===== src/rtl/alien_fleet.sv =====
// 6x6 alien formation: origin, alive mask, motion on the enable tick, and a
// two-stage laser hit pipeline with one-kill-per-shot lockout.
module alien_fleet #(
  parameter int COLS         = 6,
  parameter int ROWS         = 6,
  parameter int X_INIT       = 64,
  parameter int Y_INIT       = 48,
  parameter int ALIEN_W      = 32,
  parameter int ALIEN_H      = 16,
  parameter int PITCH_X      = 48,
  parameter int PITCH_Y      = 32,
  parameter int STEP_X       = 4,
  parameter int STEP_Y       = 16,
  parameter int SCREEN_W     = 640,
  parameter int BOTTOM_LIMIT = 440
) (
  input  logic                 clk,
  input  logic                 reset,
  input  logic                 enable,
  input  logic [2:0]           motion,
  input  logic                 respawn,
  input  logic                 laserActive,
  input  logic [9:0]           xLaser,
  input  logic [9:0]           yLaser,
  output logic [9:0]           xAlien,
  output logic [9:0]           yAlien,
  output logic [COLS*ROWS-1:0] alive,
  output logic                 killingAlien,
  output logic                 canLeft,
  output logic                 canRight,
  output logic                 cleared,
  output logic                 invaded
);

  localparam int NA = COLS * ROWS;
  localparam int CW = $clog2(COLS + 1);
  localparam int RW = $clog2(ROWS + 1);
  localparam int IW = $clog2(NA + COLS + 1);

  logic [9:0]    x_q, x_d, y_q, y_d;
  logic [NA-1:0] alive_q, alive_d;
  logic          kill_q, kill_d;
  logic          canl_q, canl_d, canr_q, canr_d;
  logic          clr_q, clr_d, inv_q, inv_d;
  logic          lock_q, lock_d;
  logic          vld_p1_q, vld_p1_d;
  logic          inbox_p1_q;
  logic [IW-1:0] idx_p1_q;

  logic [10:0]   dx_p0, dy_p0, xbase_p0, ybase_p0;
  logic [CW-1:0] col_p0;
  logic [RW-1:0] row_p0;
  logic [IW-1:0] ioff_p0, idx_p0;
  logic          inbox_p0;

  logic [NA-1:0]   hit_mask_p2;
  logic [COLS-1:0] col_live;
  logic [ROWS-1:0] row_live;
  logic [10:0]     lc_off, rc_off, rb_off;

  function automatic logic [9:0] sat_down(input logic [9:0] y);
    logic [10:0] s;
    s = {1'b0, y} + 11'(STEP_Y);
    return s[10] ? 10'h3FF : s[9:0];
  endfunction

  // Stage 0 -> 1: locate the laser tip in the formation grid without dividers
  always_comb begin
    dx_p0    = {1'b0, xLaser} - {1'b0, x_q};
    dy_p0    = {1'b0, yLaser} - {1'b0, y_q};
    col_p0   = '0;
    xbase_p0 = '0;
    row_p0   = '0;
    ybase_p0 = '0;
    ioff_p0  = '0;
    for (int k = 1; k <= COLS; k++) begin
      if (dx_p0 >= 11'(k * PITCH_X)) begin
        col_p0   = CW'(k);
        xbase_p0 = 11'(k * PITCH_X);
      end
    end
    for (int k = 1; k <= ROWS; k++) begin
      if (dy_p0 >= 11'(k * PITCH_Y)) begin
        row_p0   = RW'(k);
        ybase_p0 = 11'(k * PITCH_Y);
        ioff_p0  = IW'(k * COLS);
      end
    end
    inbox_p0 = !dx_p0[10] && !dy_p0[10] &&
               ((dx_p0 - xbase_p0) < 11'(ALIEN_W)) &&
               ((dy_p0 - ybase_p0) < 11'(ALIEN_H)) &&
               (col_p0 < CW'(COLS)) && (row_p0 < RW'(ROWS));
    idx_p0   = ioff_p0 + IW'(col_p0);
    vld_p1_d = laserActive && !lock_q;
  end

  // Stage 1 -> 2: kill decision against the live mask
  always_comb begin
    hit_mask_p2 = inbox_p1_q ? ({{(NA-1){1'b0}}, 1'b1} << idx_p1_q) : '0;
    kill_d      = vld_p1_q && !lock_q && (|(hit_mask_p2 & alive_q));
    alive_d     = kill_d ? (alive_q & ~hit_mask_p2) : alive_q;
    lock_d      = laserActive ? (lock_q || kill_d) : 1'b0;
  end

  always_comb begin
    col_live = '0;
    row_live = '0;
    for (int r = 0; r < ROWS; r++) begin
      for (int c = 0; c < COLS; c++) begin
        if (alive_q[r*COLS+c]) begin
          col_live[c] = 1'b1;
          row_live[r] = 1'b1;
        end
      end
    end
    lc_off = '0;
    for (int c = COLS - 1; c >= 0; c--) begin
      if (col_live[c]) lc_off = 11'(c * PITCH_X);
    end
    rc_off = '0;
    for (int c = 0; c < COLS; c++) begin
      if (col_live[c]) rc_off = 11'(c * PITCH_X);
    end
    rb_off = '0;
    for (int r = 0; r < ROWS; r++) begin
      if (row_live[r]) rb_off = 11'(r * PITCH_Y);
    end
    canl_d = (|col_live) && (({1'b0, x_q} + lc_off) >= 11'(STEP_X));
    canr_d = (|col_live) &&
             (({1'b0, x_q} + rc_off + 11'(ALIEN_W + STEP_X)) <= 11'(SCREEN_W));
    inv_d  = (|row_live) &&
             (({1'b0, y_q} + rb_off + 11'(ALIEN_H)) >= 11'(BOTTOM_LIMIT));
    clr_d  = ~|alive_q;
  end

  always_comb begin
    x_d = x_q;
    y_d = y_q;
    if (enable && (|alive_q)) begin
      case (motion)
        3'b001:  if (canr_q) x_d = x_q + 10'(STEP_X);
        3'b010:  if (canl_q) x_d = x_q - 10'(STEP_X);
        3'b100:  y_d = sat_down(y_q);
        default: ;
      endcase
    end
  end

  always_ff @(posedge clk) begin
    if (!reset || respawn) begin
      x_q      <= 10'(X_INIT);
      y_q      <= 10'(Y_INIT);
      alive_q  <= '1;
      kill_q   <= 1'b0;
      canl_q   <= 1'b1;
      canr_q   <= 1'b1;
      clr_q    <= 1'b0;
      inv_q    <= 1'b0;
      lock_q   <= 1'b0;
      vld_p1_q <= 1'b0;
    end else begin
      x_q      <= x_d;
      y_q      <= y_d;
      alive_q  <= alive_d;
      kill_q   <= kill_d;
      canl_q   <= canl_d;
      canr_q   <= canr_d;
      clr_q    <= clr_d;
      inv_q    <= inv_d;
      lock_q   <= lock_d;
      vld_p1_q <= vld_p1_d;
    end
  end

  always_ff @(posedge clk) begin
    inbox_p1_q <= inbox_p0;
    idx_p1_q   <= idx_p0;
  end

  assign xAlien       = x_q;
  assign yAlien       = y_q;
  assign alive        = alive_q;
  assign killingAlien = kill_q;
  assign canLeft      = canl_q;
  assign canRight     = canr_q;
  assign cleared      = clr_q;
  assign invaded      = inv_q;

endmodule


===== config.mk =====
export PLATFORM = sky130hd
export DESIGN_NAME = alien_fleet
export DESIGN_NICKNAME = d
export VERILOG_FILES = /design/src/rtl/alien_fleet.sv
export SDC_FILE = /design/constraint.sdc
export NUM_CORES = 1
export LEC_CHECK = 0
export BUFFER_PORTS_ARGS = -buffer_cell sky130_fd_sc_hd__buf_2
export CAP_MARGIN = 10
export CORE_ASPECT_RATIO = 1.75
export CORE_MARGIN = 5
export CORE_UTILIZATION = 62
export DETAILED_ROUTE_END_ITERATION = 8
export PLACE_DENSITY = 0.88
export SYNTH_ARGS = -nofsm -noshare
export SYNTH_HDL_FRONTEND = slang
export SYNTH_SLANG_ARGS = --single-unit
export TNS_END_PERCENT = 1

===== constraint.sdc =====
create_clock -name clk -period 10.8 [get_ports clk]
set_input_delay 1.62 -clock clk [delete_from_list [all_inputs] [get_ports clk]]
set_output_delay 1.62 -clock clk [all_outputs]
set_load 0.05 [all_outputs]

### Yosys cells after proc, flatten, opt, wreduce, memory -nomap -nowiden

Index checks and enable logic that the tools add are counted.
Widths: inputs -> output; s select.

* register bits after elaboration: 70
* output and inout port bits: 61

* add/subtract/negate cells: 13
* magnitude comparators: 19
* equal/unequal tests: 5
* shift-type cells: 1
* multiplexer cells: 122
* bitwise logic cells: 4
* reduce and logical (&&, ||, !) cells: 27

Operators by type and width (count)
* $mux 11: 23
* $mux 1: 73
* $and 36x36->36: 2
* $reduce_or 36->1: 2
* $ge 11x8->1 const B: 6
* $mux 6: 9
* $mux 36: 1
* $not 36->36: 1
* $shl 1x6->36 const A: 1
* $add 10x11->11: 3
* $ge 11x7->1 const B: 3
* $mux 3: 11
* $mux 10: 3
* $ge 11x6->1 const B: 2
* $ge 11x9->1 const B: 2
* $sub 10x10->11: 2
* $sub 11x11->11: 2
* $pmux 10 s2: 1
* $logic_and 1x1->1: 12
* $reduce_or 6->1: 2
* $add 10x5->11 const B: 1
* $add 11x5->11 const B: 1
* $add 11x6->11 const B: 1
* $ge 11x3->1 const B: 1
* 19 further kinds: 26

### Depth between registers and ports, before layout

* word-level depth: 15
* gate-level depth with buffers: 20

### Least setup slack after synthesis

OpenSTA, ideal clock, no wires.

* kind: input -> register
* start: in yLaser[0]
* end: reg inbox_p1_q
* arrival: 4.957 ns
* data required time: 10.712 ns
* setup slack: 5.755 ns
* cell stages on the path: 20
* path through: inv_1 ha_1 fa_1 nor2b_1 o21ai_0 a21boi_1 o31a_1 nor3_1 nor2_1 o311ai_1 a21o_1 nor2_1 ha_1 fa_1 nand2_1 nor2_1 o21ai_0 nor3_1 o2111ai_1 nor4_2

* word-level cells in the longest chain between the ends: 13

RTL lines
* start: declaration: line 24 `input logic [9:0] yLaser,`
* $sub 10x10->11 (*): line 70 `dy_p0 = {1'b0, yLaser} - {1'b0, y_q};`
* $ge 11x6->1: line 83 `if (dy_p0 >= 11'(k * PITCH_Y)) begin`
* $mux 6: line 83
* $mux 11 (5 in a row): line 83
* $sub 11x11->11: line 91 `((dy_p0 - ybase_p0) < 11'(ALIEN_H)) &&`
* $lt 11x5->1: line 91
* $logic_and 1x1->1: line 90 `((dx_p0 - xbase_p0) < 11'(ALIEN_W)) &&`
* $logic_and 1x1->1: line 91
* $logic_and 1x1->1 (*): line 92 `(col_p0 < CW'(COLS)) && (row_p0 < RW'(ROWS));`
* via inbox_p0: line 54 `logic inbox_p0;`
* end signal: assignment: line 176 `inbox_p1_q <= inbox_p0;`
* end: declaration: line 47 `logic inbox_p1_q;`

The timed path passes the listed nets; every way through them passes the cells marked *.
A chain may end at the register's enable or synchronous reset.

### Worst setup path after layout

* start: in xLaser[2]
* end: reg inbox_p1_q

* word-level cells in the longest chain between the ends: 14

RTL lines
* start: declaration: line 23 `input logic [9:0] xLaser,`
* $sub 10x10->11 (*): line 69 `dx_p0 = {1'b0, xLaser} - {1'b0, x_q};`
* $ge 11x6->1: line 77 `if (dx_p0 >= 11'(k * PITCH_X)) begin`
* $mux 6: line 77
* $mux 11 (5 in a row): line 77
* $sub 11x11->11: line 90
* $lt 11x6->1: line 90
* $logic_and 1x1->1: line 89 `inbox_p0 = !dx_p0[10] && !dy_p0[10] &&`
* $logic_and 1x1->1: line 90
* $logic_and 1x1->1 (*): line 91
* $logic_and 1x1->1 (*): line 92
* via inbox_p0: line 54

Marked as above.

==> impl_metrics.env <==
export IMPL_cts_sinks=65
export IMPL_cts_setup_buffers=0
export IMPL_pwr_share_seq=0.387
export IMPL_grt_max_degree=51
export IMPL_fp_row_count=45
export IMPL_synth_area_leaders="dfxtp_1 (24%), ha_1 (11%), o32a_1 (6.7%)"
export IMPL_drc_errors=0
export IMPL_synth_warnings=0
export IMPL_wire_per_inst_um=18.7
export IMPL_cts_resized_gates=0
export IMPL_fin_crit_sh=0.496
export IMPL_synth_top_area_frac=0.241
export IMPL_gp_congestion=0.990
export IMPL_syn_cell_area_um2=5410
export IMPL_placed_cells=832
export IMPL_viasPerCell=6.51
export IMPL_synth_seq_cells=65
export IMPL_max_slew_margin=0.289
export IMPL_cts_tree="built"
export IMPL_drive_gt1_frac=0.165
export IMPL_rsz0062_at_grt="false"
export IMPL_fmax_mhz=187
export IMPL_dr_pass1_iters=5
export IMPL_grt_pass1_wl_um=25600
export IMPL_grt_pass1_vias=5410
export IMPL_synth_cell_types=79
export IMPL_port_buffers=84
export IMPL_clkLatencyLatePin_ns=0.34
export IMPL_num_io_pins=89
export IMPL_crit_path_max_fanout=10
export IMPL_switchingPower_uw=228
export IMPL_clk_pin_slew_ns=0.06
export IMPL_ir_worst_vdd_mv=0.0903
export IMPL_drv_cap=0
export IMPL_tns_ns=0
export IMPL_worstMarginPinSlew_ns=1.07
export IMPL_utilization=0.704
export IMPL_clkPwrFrac=0.374
export IMPL_mostFrequentLayoutCells="buf_2 (84), dfxtp_1 (65), nor2_1 (59), nand2_1 (54), inv_1 (51)"
export IMPL_yosysTopAreaCell="dfxtp_1"
export IMPL_placeableCoreArea_um2=8610
export IMPL_root_buffer="clkbuf_16"
export IMPL_finalNetCount=812
export IMPL_track_usage=0.299
export IMPL_finalCriticalPeriod_ns=5.36
export IMPL_synth_ff_type="dfxtp_1"
export IMPL_layout_commonest_cell="buf_2"
export IMPL_antenna_found_initial=0
export IMPL_area_growth_pct=12.1
export IMPL_critPathLaunchType="input pin"
export IMPL_grt_remaining_overflow=0
export IMPL_hold_slack_ns=0.438
export IMPL_synth_cells=661
export IMPL_critPathCaptureType="register"
export IMPL_status="complete, no violations"
export IMPL_report_final_slew_viol_count=0
export IMPL_hp_class="reg2reg"
export IMPL_drt_initial_drc_count=268
export IMPL_die_x_um=80.6
export IMPL_postCtsHoldBufs=0
export IMPL_dp_hpwl_um=12300
export IMPL_ant_nets=0
export IMPL_die_y_um=134
export IMPL_clock_path_buffers=2
export IMPL_num_antenna_cells=0
export IMPL_setup_violations=0
export IMPL_p_leak_nw=2.46
export IMPL_wl_um=15900
export IMPL_arrival_ns=5.61
export IMPL_p_comb_frac=0.238
export IMPL_start_util=0.628
export IMPL_n_fill_cell=724
export IMPL_numCtsBuffers=9
export IMPL_synth_edf_count=0
export IMPL_vias=5526
export IMPL_finalPower_uw=692
export IMPL_p_int_uw=464
export IMPL_dieArea_um2=10800
export IMPL_skew_ns=0.00640
export IMPL_hold_viol_final=0
export IMPL_fin_cells=849
export IMPL_path_class="in2reg"
export IMPL_syn_avg_cell_area_um2=8.18
export IMPL_ys_seq_area_frac=0.241
export IMPL_htree_levels=3
export IMPL_power_density_nw_per_um2=114
export IMPL_synthArstFlopShare=0
export IMPL_swShare=0.330
export IMPL_worst_endpoint_required_ns=11.05
-- worst paths after layout --
path / startpoint / endpoint / slack (ns) / cells after the start
setup / recovery: xLaser[2] / inbox_p1_q / 5.44 / 17
hold / removal: lock_q / vld_p1_q / 0.44 / 1
setup reg to reg: yAlien[2] / inbox_p1_q / 6.22 / 19
hold reg to reg: lock_q / vld_p1_q / 0.44 / 1
-- layout make-up --
cell class                      count  area, um2  area share
Timing Repair Buffer               86        455      0.0751
Clock inverter                      6       35.0     0.00578
Clock buffer                       10        229      0.0378
Multi-Input combinational cell    513       3700       0.610
Tap cell                          117        146      0.0241
Inverter                           52        195      0.0322
Sequential cell                    65       1300       0.215
-- layer usage --
metal,vias to the layer above,GRT usage,part of all wire
met5,-,0,0
li1,2567,-,-
met2,272,0.567,0.54
met1,2619,0.295,0.35
met4,0,0.168,0.050
met3,68,0.0480,0.063
-- cells in the mapped netlist (3+ instances only) --
library cell  count
and3_1            7
a221oi_1          3
o32a_1           36
a21oi_1          49
mux2i_1           7
clkbuf_1          7
o2111ai_1         3
a21o_1           10
o32ai_1           4
ha_1             49
nand2b_1         13
nor2_1           59
nor3_1           20
o21ai_0          24
nor3b_1           3
a211oi_1          4
nand3_1          17
xor2_1            5
or3_1             7
buf_4            11
dfxtp_1          65
a31oi_1           7
o21a_1            7
fa_1              8
o31a_1            3
o211ai_1          4
a311oi_1          4
inv_1            51
nor4_1            8
o22ai_1           6
o21bai_1          3
or4_1             4
nor2b_1          15
xnor2_1          20
buf_6             5
nand2_1          54
buf_2             8
-- through the flow --
| step | worst slack (ns) | cell area (um2) |
|---|---|---|
| 4_1_cts | 5.47 | 6040 |
| 3_3_place_gp | 5.21 | 5770 |
| 3_5_place_dp | 5.15 | 5770 |
| 5_1_grt | 5.06 | 6060 |
| 2_1_floorplan | 5.76 | 5410 |
| 6_report | 5.44 | 6060 |
-- critical path, cell delays in order --
cell and delay, ns:
buf_2 0.09, inv_1 0.05, ha_1 0.16, inv_1 0.05, fa_1 0.49, a21o_1 0.25, a21oi_1 0.18, xnor2_1 0.29
clkinv_1 0.40, maj3_1 0.44, nor3_1 0.36, fa_1 0.47, nor2_1 0.10, o21ai_0 0.08, nor3_1 0.19, o2111ai_1 0.16
nor4_2 0.24
-- sequential cells by signal, summed over array words and instances, names as in the netlist --
register and cells:
invaded 1, canLeft 1, idx_p1_q 6, inbox_p1_q 1, alive 36, xAlien 8, killingAlien 1, yAlien 7
cleared 1, canRight 1, lock_q 1, vld_p1_q 1
-- logic make-up after synthesis --
group / count (synthesis) / share of synthesized area
compound gates: 189 / 0.253
xor+xnor: 25 / 0.0405
fa+ha+maj: 58 / 0.145
buf+inv: 84 / 0.0759
flops: 65 / 0.241
mux: 10 / 0.0213
other cells: 1 / 0.000693
simple gates: 229 / 0.223
-- power by group through the flow --
stage / Combinational (mW) / Sequential (mW) / Clock (mW)
floorplan: 0.147 / 0.254 / 0
global placement: 0.154 / 0.272 / 0
detailed placement: 0.161 / 0.272 / 0
CTS: 0.162 / 0.267 / 0.262
global route: 0.182 / 0.269 / 0.274
finish: 0.165 / 0.268 / 0.259
Power figures use the tool's default switching activity.
